--- src/rtl/mem_access_sequencer.sv ---
// Request sequencer in front of memory_controller: issues loads, stores and read bursts,
// waits out the read latency, and returns per-beat data with fault flags.
module mem_access_sequencer #(
    parameter int unsigned READ_LATENCY = 1,
    parameter logic [15:0] ROM_TOP      = 16'h001F,
    parameter logic [15:0] MAP_TOP      = 16'h005F
) (
    input  logic        clock,
    input  logic        reset_n,
    // Both channels: a transfer happens on a rising edge where valid and ready are both high;
    // once raised, resp_valid and its payload stay put until that transfer.
    input  logic        req_valid,
    output logic        req_ready,
    input  logic        req_we,
    input  logic [15:0] req_addr,
    input  logic [4:0]  req_len,
    input  logic [31:0] req_wdata,
    output logic        resp_valid,
    input  logic        resp_ready,
    output logic [31:0] resp_data,
    output logic        resp_last,
    output logic        resp_fault,
    output logic [15:0] mem_address,
    output logic [31:0] mem_wdata,
    output logic        mem_we,
    input  logic [31:0] mem_rdata,
    output logic [1:0]  dbg_state_o
);

    localparam logic [2:0] LAT = 3'(READ_LATENCY);

    typedef enum logic [1:0] {
        IDLE  = 2'd0,
        ISSUE = 2'd1,
        WAIT  = 2'd2,
        RESP  = 2'd3
    } state_t;

    state_t      state_q, state_d;
    logic [15:0] addr_q, addr_d;
    logic        we_q, we_d;
    logic [31:0] wdata_q, wdata_d;
    logic [4:0]  beats_q, beats_d;
    logic [2:0]  cnt_q, cnt_d;
    logic [31:0] rdata_q, rdata_d;
    logic        last_q, last_d;
    logic        fault_q, fault_d;
    logic        fault;
    logic        capture;

    always_ff @(posedge clock) begin
        if (!reset_n) begin
            state_q <= IDLE;
            addr_q  <= '0;
            we_q    <= 1'b0;
            wdata_q <= '0;
            beats_q <= '0;
            cnt_q   <= '0;
            rdata_q <= '0;
            last_q  <= 1'b0;
            fault_q <= 1'b0;
        end else begin
            state_q <= state_d;
            addr_q  <= addr_d;
            we_q    <= we_d;
            wdata_q <= wdata_d;
            beats_q <= beats_d;
            cnt_q   <= cnt_d;
            rdata_q <= rdata_d;
            last_q  <= last_d;
            fault_q <= fault_d;
        end
    end

    always_comb begin
        state_d = state_q;
        addr_d  = addr_q;
        we_d    = we_q;
        wdata_d = wdata_q;
        beats_d = beats_q;
        cnt_d   = cnt_q;
        rdata_d = rdata_q;
        last_d  = last_q;
        fault_d = fault_q;

        // Fault is evaluated per beat against the current (possibly incremented) address.
        fault   = (addr_q > MAP_TOP) || (we_q && (addr_q <= ROM_TOP));
        capture = ((state_q == ISSUE) && (LAT == 3'd0)) ||
                  ((state_q == WAIT) && (cnt_q == 3'd1));

        case (state_q)
            IDLE: begin
                if (req_valid) begin
                    addr_d  = req_addr;
                    we_d    = req_we;
                    wdata_d = req_wdata;
                    beats_d = req_we ? 5'd0 : req_len;
                    state_d = ISSUE;
                end
            end
            ISSUE: begin
                cnt_d   = LAT;
                state_d = (LAT == 3'd0) ? RESP : WAIT;
            end
            WAIT: begin
                cnt_d = cnt_q - 3'd1;
                if (cnt_q == 3'd1) begin
                    state_d = RESP;
                end
            end
            RESP: begin
                if (resp_ready) begin
                    if (beats_q == 5'd0) begin
                        state_d = IDLE;
                    end else begin
                        addr_d  = addr_q + 16'd1;
                        beats_d = beats_q - 5'd1;
                        state_d = ISSUE;
                    end
                end
            end
            default: state_d = IDLE;
        endcase

        if (capture) begin
            rdata_d = (we_q || fault) ? 32'd0 : mem_rdata;
            fault_d = fault;
            last_d  = (beats_q == 5'd0);
        end
    end

    assign req_ready   = (state_q == IDLE) && reset_n;
    assign resp_valid  = (state_q == RESP);
    assign resp_data   = rdata_q;
    assign resp_last   = last_q;
    assign resp_fault  = fault_q;
    assign mem_address = addr_q;
    assign mem_wdata   = wdata_q;
    assign mem_we      = (state_q == ISSUE) && we_q && !fault;
    assign dbg_state_o = state_q;

endmodule

--- config.mk ---
export PLATFORM = sky130hd
export DESIGN_NAME = mem_access_sequencer
export DESIGN_NICKNAME = d
export VERILOG_FILES = /design/src/rtl/mem_access_sequencer.sv
export SDC_FILE = /design/constraint.sdc
export NUM_CORES = 1
export LEC_CHECK = 0
export BUFFER_PORTS_ARGS = -buffer_cell sky130_fd_sc_hd__buf_4
export CAP_MARGIN = 30
export CORE_MARGIN = 2
export CORE_UTILIZATION = 30
export DETAILED_ROUTE_END_ITERATION = 6
export PLACE_DENSITY = 0.64
export SLEW_MARGIN = 15
export SYNTH_ARGS = -nofsm -noshare
export SYNTH_HDL_FRONTEND = slang
export SYNTH_SLANG_ARGS = --single-unit
--- constraint.sdc ---
create_clock -name clock -period 2.8 [get_ports clock]
set_input_delay 0.28 -clock clock [delete_from_list [all_inputs] [get_ports clock]]
set_output_delay 0.28 -clock clock [all_outputs]
set_load 0.02 [all_outputs]
==> flow_results.xml, run 1 <==
<?xml version="1.0" encoding="UTF-8"?>
<metrics>
  <group name="yosys">
    <metric name="synth_most_common_cell" unit="">dfxtp_1</metric>
    <metric name="yosys_most_used_dff" unit="">dfxtp_1</metric>
    <metric name="synth_warnings" unit="">0</metric>
    <metric name="synthDominantCellAreaShare" unit="%">45.86</metric>
    <metric name="fraction_of_the_yosys_area_taken_by_sequential_cells" unit="%">45.86</metric>
    <metric name="synthesis.instances" unit="">485</metric>
    <metric name="postSynthRegisterBits" unit="">93</metric>
    <metric name="synth_fa_ha_area_share" unit="%">2.773</metric>
    <metric name="synth_xor_area_share" unit="%">0.4314</metric>
    <metric name="synth_compound_area_share" unit="%">22.31</metric>
    <metric name="synth_area_per_cell" unit="um^2">8.371</metric>
    <metric name="mappedNetlistNets" unit="">584</metric>
    <metric name="synth_edf_count" unit="">0</metric>
    <metric name="dominant_combinational_cell_family_by_area_after_synthesis" unit="">simple AND/OR/NAND/NOR gates</metric>
    <metric name="synth_simple_gate_area_share" unit="%">23.24</metric>
    <metric name="synth.cell_area" unit="um^2">4060</metric>
    <metric name="synthDistinctLibCells" unit="">52</metric>
    <metric name="async_flop_share" unit="%">0</metric>
    <metric name="muxShareOfSynthArea" unit="%">0.9861</metric>
    <metric name="top_post_synthesis_cells_by_area" unit="">dfxtp_1, nand2_1, a22oi_1</metric>
    <metric name="ys_top_cells_by_count" unit="">dfxtp_1, nand2_1, nor2_1, a21oi_1, a22oi_1</metric>
    <metric name="yosys.area.top_type" unit="">dfxtp_1</metric>
  </group>
  <group name="cells_and_area">
    <metric name="synthToLayoutAreaGrowth" unit="%">44.62</metric>
    <metric name="core_occupancy_in_the_finished_layout" unit="%">44.34</metric>
    <metric name="final_net_count" unit="">749</metric>
    <metric name="seqCellArea" unit="um^2">1862</metric>
    <metric name="finalInstanceArea" unit="um^2">5872</metric>
    <metric name="drive_above_1_share" unit="%">32.52</metric>
    <metric name="num_antenna_cells" unit="">0</metric>
    <metric name="final.fill_count" unit="">1341</metric>
    <metric name="multi_input_area" unit="um^2">2019</metric>
  </group>
  <group name="clocking">
    <metric name="cts.clk_slew.worst_paths" unit="ns">0.07</metric>
    <metric name="clock_tree.root_cell" unit="">clkbuf_16</metric>
    <metric name="cts.sinks" unit="">93</metric>
    <metric name="cts-root-to-sink-buffers" unit="">2</metric>
    <metric name="cts_made_buffers" unit="">9</metric>
    <metric name="cts_tree" unit="">built</metric>
    <metric name="h-tree-depth" unit="">3</metric>
    <metric name="postCtsResizedCells" unit="">0</metric>
    <metric name="cts.hold.buffers_added" unit="">0</metric>
    <metric name="clk-insertion-delay-late" unit="ns">0.34</metric>
    <metric name="post_cts_buffers" unit="">0</metric>
  </group>
  <group name="routing">
    <metric name="wl_per_cell" unit="um">15.21</metric>
    <metric name="wirelength" unit="um">12640</metric>
    <metric name="drtPass1Iterations" unit="">6</metric>
    <metric name="detailroute.via_count" unit="">4166</metric>
    <metric name="viasPerCell" unit="">5.013</metric>
    <metric name="dr.first_iter.drc_count" unit="">243</metric>
    <metric name="drc" unit="">0</metric>
    <metric name="antenna_left" unit="">0</metric>
  </group>
  <group name="grt">
    <metric name="grt_pass1_vias" unit="">3987</metric>
    <metric name="grt_start_max_net_pins" unit="">43</metric>
    <metric name="number_of_antenna_violations_at_the_first_check_in_global_routing" unit="">0</metric>
    <metric name="global_route.usage.total" unit="%">17.33</metric>
    <metric name="wire_length_of_the_first_global_routing_pass" unit="um">19990</metric>
    <metric name="global_route.overflow_total" unit="">0</metric>
  </group>
  <group name="sta">
    <metric name="fin_crit_sh" unit="%">82.79</metric>
    <metric name="worst-slew-pin-transition" unit="ns">0.7008</metric>
    <metric name="finalMaxSlewViolations" unit="">0</metric>
    <metric name="timing.fmax" unit="MHz">431.4</metric>
    <metric name="rsz0062_at_grt" unit="">no</metric>
    <metric name="final_period_minus_worst_setup_slack" unit="ns">2.318</metric>
    <metric name="timing_hold_violations_final" unit="">0</metric>
    <metric name="final.setup.tns" unit="ns">0</metric>
    <metric name="finalClockSkew" unit="ns">0.006216</metric>
    <metric name="fin_worst_hold_slack" unit="ns">0.1657</metric>
    <metric name="timing.final.setup_violations" unit="">0</metric>
    <metric name="relSlewSlack" unit="%">53.21</metric>
  </group>
  <group name="setup_path">
    <metric name="endpoint_type_of_the_worst_setup_path" unit="">output pin</metric>
    <metric name="cp_startpoint_kind" unit="">flip-flop</metric>
    <metric name="worstPathBufferInverterCount" unit="">1</metric>
    <metric name="cpPeakStageDelay" unit="ns">0.53</metric>
    <metric name="critical_path_peak_fanout" unit="">8</metric>
    <metric name="critical-path-slowest-cell" unit="">nor4_1</metric>
    <metric name="list_of_cells_traversed_by_the_critical_path" unit="">nor4_1 &gt; nand3_1 &gt; a31oi_1 &gt; and3_1 &gt; buf_4</metric>
    <metric name="required" unit="ns">2.52</metric>
    <metric name="critical_path_arrival" unit="ns">2.04</metric>
    <metric name="critical-path-top-delay-family" unit="">simple AND/OR/NAND/NOR gates</metric>
    <metric name="path_class" unit="">flip-flop to output pin</metric>
  </group>
  <group name="power_and_ir_drop">
    <metric name="irDropWorstVdd" unit="V">0.0003819</metric>
    <metric name="power_density_normalized_to_cell_area" unit="nW/um^2">891.6</metric>
    <metric name="leak_pwr" unit="uW">0.002487</metric>
  </group>
  <group name="floorplanning">
    <metric name="die_y" unit="um">120.3</metric>
    <metric name="i_o_pin_count" unit="">177</metric>
    <metric name="floorplan.initialDensity" unit="%">30.66</metric>
    <metric name="standard_cell_core_area" unit="um^2">13240</metric>
    <metric name="die_area" unit="um^2">14480</metric>
    <metric name="die_w" unit="um">120.3</metric>
    <metric name="core.rowCount" unit="">42</metric>
  </group>
  <group name="placement">
    <metric name="io_buffer_count" unit="">176</metric>
    <metric name="place_area" unit="um^2">5539</metric>
    <metric name="detailed_place_hpwl" unit="um">9146</metric>
    <metric name="gpl.final_weighted_congestion" unit="">0.8826</metric>
  </group>
  <group name="job">
    <metric name="timing.max_cap.violations" unit="">0</metric>
  </group>
  <group name="min_path">
    <metric name="holdCritPathClass" unit="">primary input to flip-flop</metric>
  </group>
  <group name="outcome">
    <metric name="run_status" unit="">completed</metric>
  </group>
</metrics>
worst paths after layout:
kind	start	end	slack, ns	depth (start not counted)
min	mem_rdata[0]	resp_data[0]	0.17	3
max reg2reg	dbg_state_o[1]	mem_address[15]	0.57	7
min reg2reg	mem_wdata[5]	mem_wdata[5]	0.45	2
max	mem_address[8]	mem_we	0.48	5
tightest hold or removal path: stages:
cell,delay [ns]
buf_4,0.08
a22oi_1,0.05
nor2_1,0.07
sequential cells by signal, indices dropped and copies added (netlist names):
signal and cells:
beats_q 5, cnt_q 3, mem_address 16, resp_data 32, we_q 1, resp_fault 1, mem_wdata 32, dbg_state_o 2
resp_last 1
cells by family after synthesis:
group                    Yosys count
buffers and inverters             44
adder cells (fa/ha/maj)            9
flip-flops                        93
multiplexers                       4
AND/OR/NAND/NOR                  197
AO/OA/AOI/OAI                    136
XOR/XNOR                           2
report_power, final:
| group | internal [uW] | leakage, uW | total (uW) | switching, uW |
|---|---|---|---|---|
| clock | 815 | 0.000160 | 1360 | 541 |
| combinational | 850 | 0.00157 | 2060 | 1210 |
| sequential | 1550 | 0.000759 | 1820 | 267 |
| total | 3220 | 0.00249 | 5240 | 2020 |
cells in the final DEF, fill, tap and decap left out, types with 5 or more instances in the layout:
cell / n
inv_1: 11
nand4_1: 5
clkbuf_16: 9
a21oi_1: 45
nor4_1: 5
a22oi_1: 33
a211oi_1: 5
o21ai_0: 16
ha_1: 9
dfxtp_1: 93
and2_1: 8
buf_4: 185
nand3_1: 10
nor3_1: 8
nor2b_1: 7
nand2_1: 82
a31oi_1: 7
nor2_1: 47
stage by stage:
step	setup slack, ns	power, uW	instances
finish	0.4818	5235	831
global route	0.3760	5568	831
CTS	0.5001	5274	831
detailed placement	0.6005	3903	815
global placement	0.6599	3856	815
floorplan	0.5626	3108	485
per-layer routing:
metal / vias to the layer above / wire (um) / global-route usage (%)
met5: - / 0 / 0
met4: 0 / 131 / 5.305
met3: 13 / 1075 / 7.217
met2: 152 / 5954 / 27.17
met1: 1935 / 5477 / 21.71
li1: 2066 / - / -
cell type report:
cell class | count | area share, %
inverters | 13 | 0.8310
clock inverters | 6 | 1.598
multi-input cells | 348 | 34.39
well taps | 176 | 3.750
repair buffers | 185 | 23.65
flip-flops and latches | 93 | 31.71
clock buffers | 10 | 4.070
No activity file was read; power rests on OpenSTA's default activity.
==> run 2, diff against run 1 <==
ABC_AREA = 1   (was default)
PLACE_DENSITY = 0.63   (was 0.64)
clock period = 2.4 ns   (was 2.8 ns; I/O delays follow)
==> flow_results.xml, run 2 <==
<?xml version="1.0" encoding="UTF-8"?>
<metrics>
  <group name="outcome">
    <metric name="run_status" unit="">completed</metric>
  </group>
  <group name="cells_and_area">
    <metric name="layout.cells.most_common_list" unit="">buf_4, nor2_1, nand2_1</metric>
    <metric name="drive_above_1_share" unit="%">33.07</metric>
    <metric name="final.fill_count" unit="">1465</metric>
    <metric name="layout.cells.most_common" unit="">buf_4</metric>
    <metric name="seqCellArea" unit="um^2">1862</metric>
    <metric name="core_occupancy_in_the_finished_layout" unit="%">43.23</metric>
    <metric name="synthToLayoutAreaGrowth" unit="%">40.05</metric>
    <metric name="final_net_count" unit="">847</metric>
    <metric name="post_layout_nonfiller_instances" unit="">933</metric>
    <metric name="num_antenna_cells" unit="">0</metric>
    <metric name="multi_input_area" unit="um^2">2120</metric>
  </group>
  <group name="clocking">
    <metric name="cts_made_buffers" unit="">9</metric>
    <metric name="cts.clk_slew.worst_paths" unit="ns">0.06</metric>
    <metric name="postCtsResizedCells" unit="">0</metric>
    <metric name="cts_tree" unit="">built</metric>
    <metric name="cts.hold.buffers_added" unit="">0</metric>
    <metric name="h-tree-depth" unit="">3</metric>
    <metric name="cts.sinks" unit="">93</metric>
    <metric name="clock_tree.root_cell" unit="">clkbuf_16</metric>
    <metric name="clk-insertion-delay-late" unit="ns">0.34</metric>
    <metric name="post_cts_buffers" unit="">0</metric>
    <metric name="cts-root-to-sink-buffers" unit="">2</metric>
  </group>
  <group name="grt">
    <metric name="grt_start_max_net_pins" unit="">47</metric>
    <metric name="global_route.overflow_total" unit="">0</metric>
    <metric name="grt_pass1_vias" unit="">3794</metric>
    <metric name="wire_length_of_the_first_global_routing_pass" unit="um">18820</metric>
    <metric name="number_of_antenna_violations_at_the_first_check_in_global_routing" unit="">0</metric>
    <metric name="global_route.usage.total" unit="%">15.70</metric>
  </group>
  <group name="placement">
    <metric name="io_buffer_count" unit="">176</metric>
    <metric name="post-place-cells" unit="">917</metric>
    <metric name="gpl.final_weighted_congestion" unit="">0.8397</metric>
    <metric name="detailed_place_hpwl" unit="um">8569</metric>
  </group>
  <group name="routing">
    <metric name="detail_route.wirelength.met1" unit="um">5527</metric>
    <metric name="topmost_layer_with_routed_signal_wires" unit="">met4</metric>
    <metric name="wirelength" unit="um">12190</metric>
    <metric name="detailroute.via_count" unit="">4271</metric>
    <metric name="route.met2.wl" unit="um">5610</metric>
    <metric name="wl_per_cell" unit="um">13.07</metric>
    <metric name="drc" unit="">0</metric>
    <metric name="dr.first_iter.drc_count" unit="">190</metric>
    <metric name="routed-wl-met3" unit="um">843</metric>
    <metric name="drtPass1Iterations" unit="">4</metric>
    <metric name="viasPerCell" unit="">4.578</metric>
    <metric name="antenna_left" unit="">0</metric>
  </group>
  <group name="sta">
    <metric name="timing.final.setup_violations" unit="">0</metric>
    <metric name="fin_crit_sh" unit="%">79.05</metric>
    <metric name="fin_worst_hold_slack" unit="ns">0.1400</metric>
    <metric name="rsz0062_at_grt" unit="">no</metric>
    <metric name="timing_hold_violations_final" unit="">0</metric>
    <metric name="finalClockSkew" unit="ns">0.004645</metric>
    <metric name="worst-slew-pin-transition" unit="ns">0.4074</metric>
    <metric name="final_period_minus_worst_setup_slack" unit="ns">1.897</metric>
    <metric name="timing.fmax" unit="MHz">527.1</metric>
    <metric name="final.setup.tns" unit="ns">0</metric>
    <metric name="finalMaxSlewViolations" unit="">0</metric>
    <metric name="relSlewSlack" unit="%">72.63</metric>
  </group>
  <group name="setup_path">
    <metric name="list_of_cells_traversed_by_the_critical_path" unit="">nor3_1 &gt; o211ai_1 &gt; nor2_1 &gt; buf_4</metric>
    <metric name="critical-path-slowest-cell" unit="">nor3_1</metric>
    <metric name="endpoint_type_of_the_worst_setup_path" unit="">output pin</metric>
    <metric name="required" unit="ns">2.16</metric>
    <metric name="critical_path_peak_fanout" unit="">7</metric>
    <metric name="cpPeakStageDelay" unit="ns">0.40</metric>
    <metric name="critical_path_arrival" unit="ns">1.66</metric>
    <metric name="path_class" unit="">flip-flop to output pin</metric>
    <metric name="cp_startpoint_kind" unit="">flip-flop</metric>
  </group>
  <group name="job">
    <metric name="timing.max_cap.violations" unit="">0</metric>
  </group>
  <group name="yosys">
    <metric name="synthDominantCellAreaShare" unit="%">43.28</metric>
    <metric name="mappedNetlistNets" unit="">684</metric>
    <metric name="synth_area_per_cell" unit="um^2">7.353</metric>
    <metric name="muxShareOfSynthArea" unit="%">0</metric>
    <metric name="synth_simple_gate_area_share" unit="%">23.04</metric>
    <metric name="synthDistinctLibCells" unit="">33</metric>
    <metric name="top_post_synthesis_cells_by_area" unit="">dfxtp_1, o21ai_0, nor2_1</metric>
    <metric name="synthesis.instances" unit="">585</metric>
    <metric name="synth_compound_area_share" unit="%">23.27</metric>
    <metric name="postSynthRegisterBits" unit="">93</metric>
    <metric name="synth_fa_ha_area_share" unit="%">2.618</metric>
    <metric name="synth.cell_area" unit="um^2">4302</metric>
    <metric name="fraction_of_the_yosys_area_taken_by_sequential_cells" unit="%">43.28</metric>
    <metric name="yosys.area.top_type" unit="">dfxtp_1</metric>
    <metric name="async_flop_share" unit="%">0</metric>
    <metric name="ys_top_cells_by_count" unit="">nor2_1, nand2_1, dfxtp_1, o21ai_0, a21oi_1</metric>
    <metric name="synth_warnings" unit="">0</metric>
    <metric name="dominant_combinational_cell_family_by_area_after_synthesis" unit="">compound AO/OA/AOI/OAI gates</metric>
    <metric name="synth_edf_count" unit="">0</metric>
    <metric name="synth_most_common_cell" unit="">nor2_1</metric>
    <metric name="yosys_most_used_dff" unit="">dfxtp_1</metric>
    <metric name="synth_xor_area_share" unit="%">0.2036</metric>
  </group>
  <group name="power_and_ir_drop">
    <metric name="irDropWorstVdd" unit="V">0.0006226</metric>
    <metric name="leak_pwr" unit="uW">0.002659</metric>
    <metric name="power_density_normalized_to_cell_area" unit="nW/um^2">1114</metric>
    <metric name="total_power" unit="uW">6711</metric>
  </group>
  <group name="floorplanning">
    <metric name="i_o_pin_count" unit="">177</metric>
    <metric name="die_w" unit="um">123.7</metric>
    <metric name="floorplan.initialDensity" unit="%">30.87</metric>
    <metric name="standard_cell_core_area" unit="um^2">13930</metric>
    <metric name="core.rowCount" unit="">43</metric>
    <metric name="die_area" unit="um^2">15310</metric>
    <metric name="die_y" unit="um">123.7</metric>
  </group>
  <group name="min_path">
    <metric name="holdCritPathClass" unit="">primary input to flip-flop</metric>
  </group>
</metrics>
run 2: through the flow:
step / cell area, um^2 / setup slack, ns
finish: 6025 / 0.5027
global placement: 5754 / 0.6847
global route: 6025 / 0.4070
detailed placement: 5754 / 0.6247
CTS: 6025 / 0.4502
floorplan: 4302 / 0.6731
run 2: layer usage:
layer  up-vias  global-route usage, %
met2       128                  24.90
met5         -                      0
met4         0                  5.753
li1       2235                      -
met1      1893                  20.00
met3        15                  4.945
run 2: final timing paths:
| kind | from | end | slack [ns] | cells past startpoint |
|---|---|---|---|---|
| worst max-delay path | mem_address[10] | mem_we | 0.50 | 4 |
| worst min-delay path | req_wdata[12] | mem_wdata[12] | 0.14 | 3 |
| worst max register to register | dbg_state_o[0] | mem_address[8] | 0.60 | 7 |
| worst min register to register | mem_wdata[12] | mem_wdata[12] | 0.48 | 2 |
run 2: kinds of logic (layout without fill, tap and decap cells):
kind of cell / Yosys count / count (layout)
AO/OA/AOI/OAI: 171 / 171
XOR/XNOR: 1 / 1
adder cells (fa/ha/maj): 9 / 9
buffers and inverters: 70 / 238
flip-flops: 93 / 93
AND/OR/NAND/NOR: 241 / 241
run 2: cell type report:
| type | instances | area share (%) |
|---|---|---|
| multi-input cells | 422 | 35.18 |
| repair buffers | 187 | 23.51 |
| inverters | 35 | 2.181 |
| well taps | 180 | 3.738 |
| clock inverters | 4 | 0.3946 |
| flip-flops and latches | 93 | 30.90 |
| clock buffers | 12 | 4.091 |
run 2: critical path, delay by kind of cell (launching register included):
family | cells | cell delay (ns)
flops | 1 | 0.37
compound gates | 1 | 0.20
buf+inv | 1 | 0.17
simple gates | 2 | 0.58
run 2: power by group:
part / internal [uW] / total (uW) / switching (uW)
clock network: 728 / 1330 / 607
logic: 1180 / 3100 / 1920
registers: 1950 / 2280 / 325
total: 3860 / 6710 / 2850
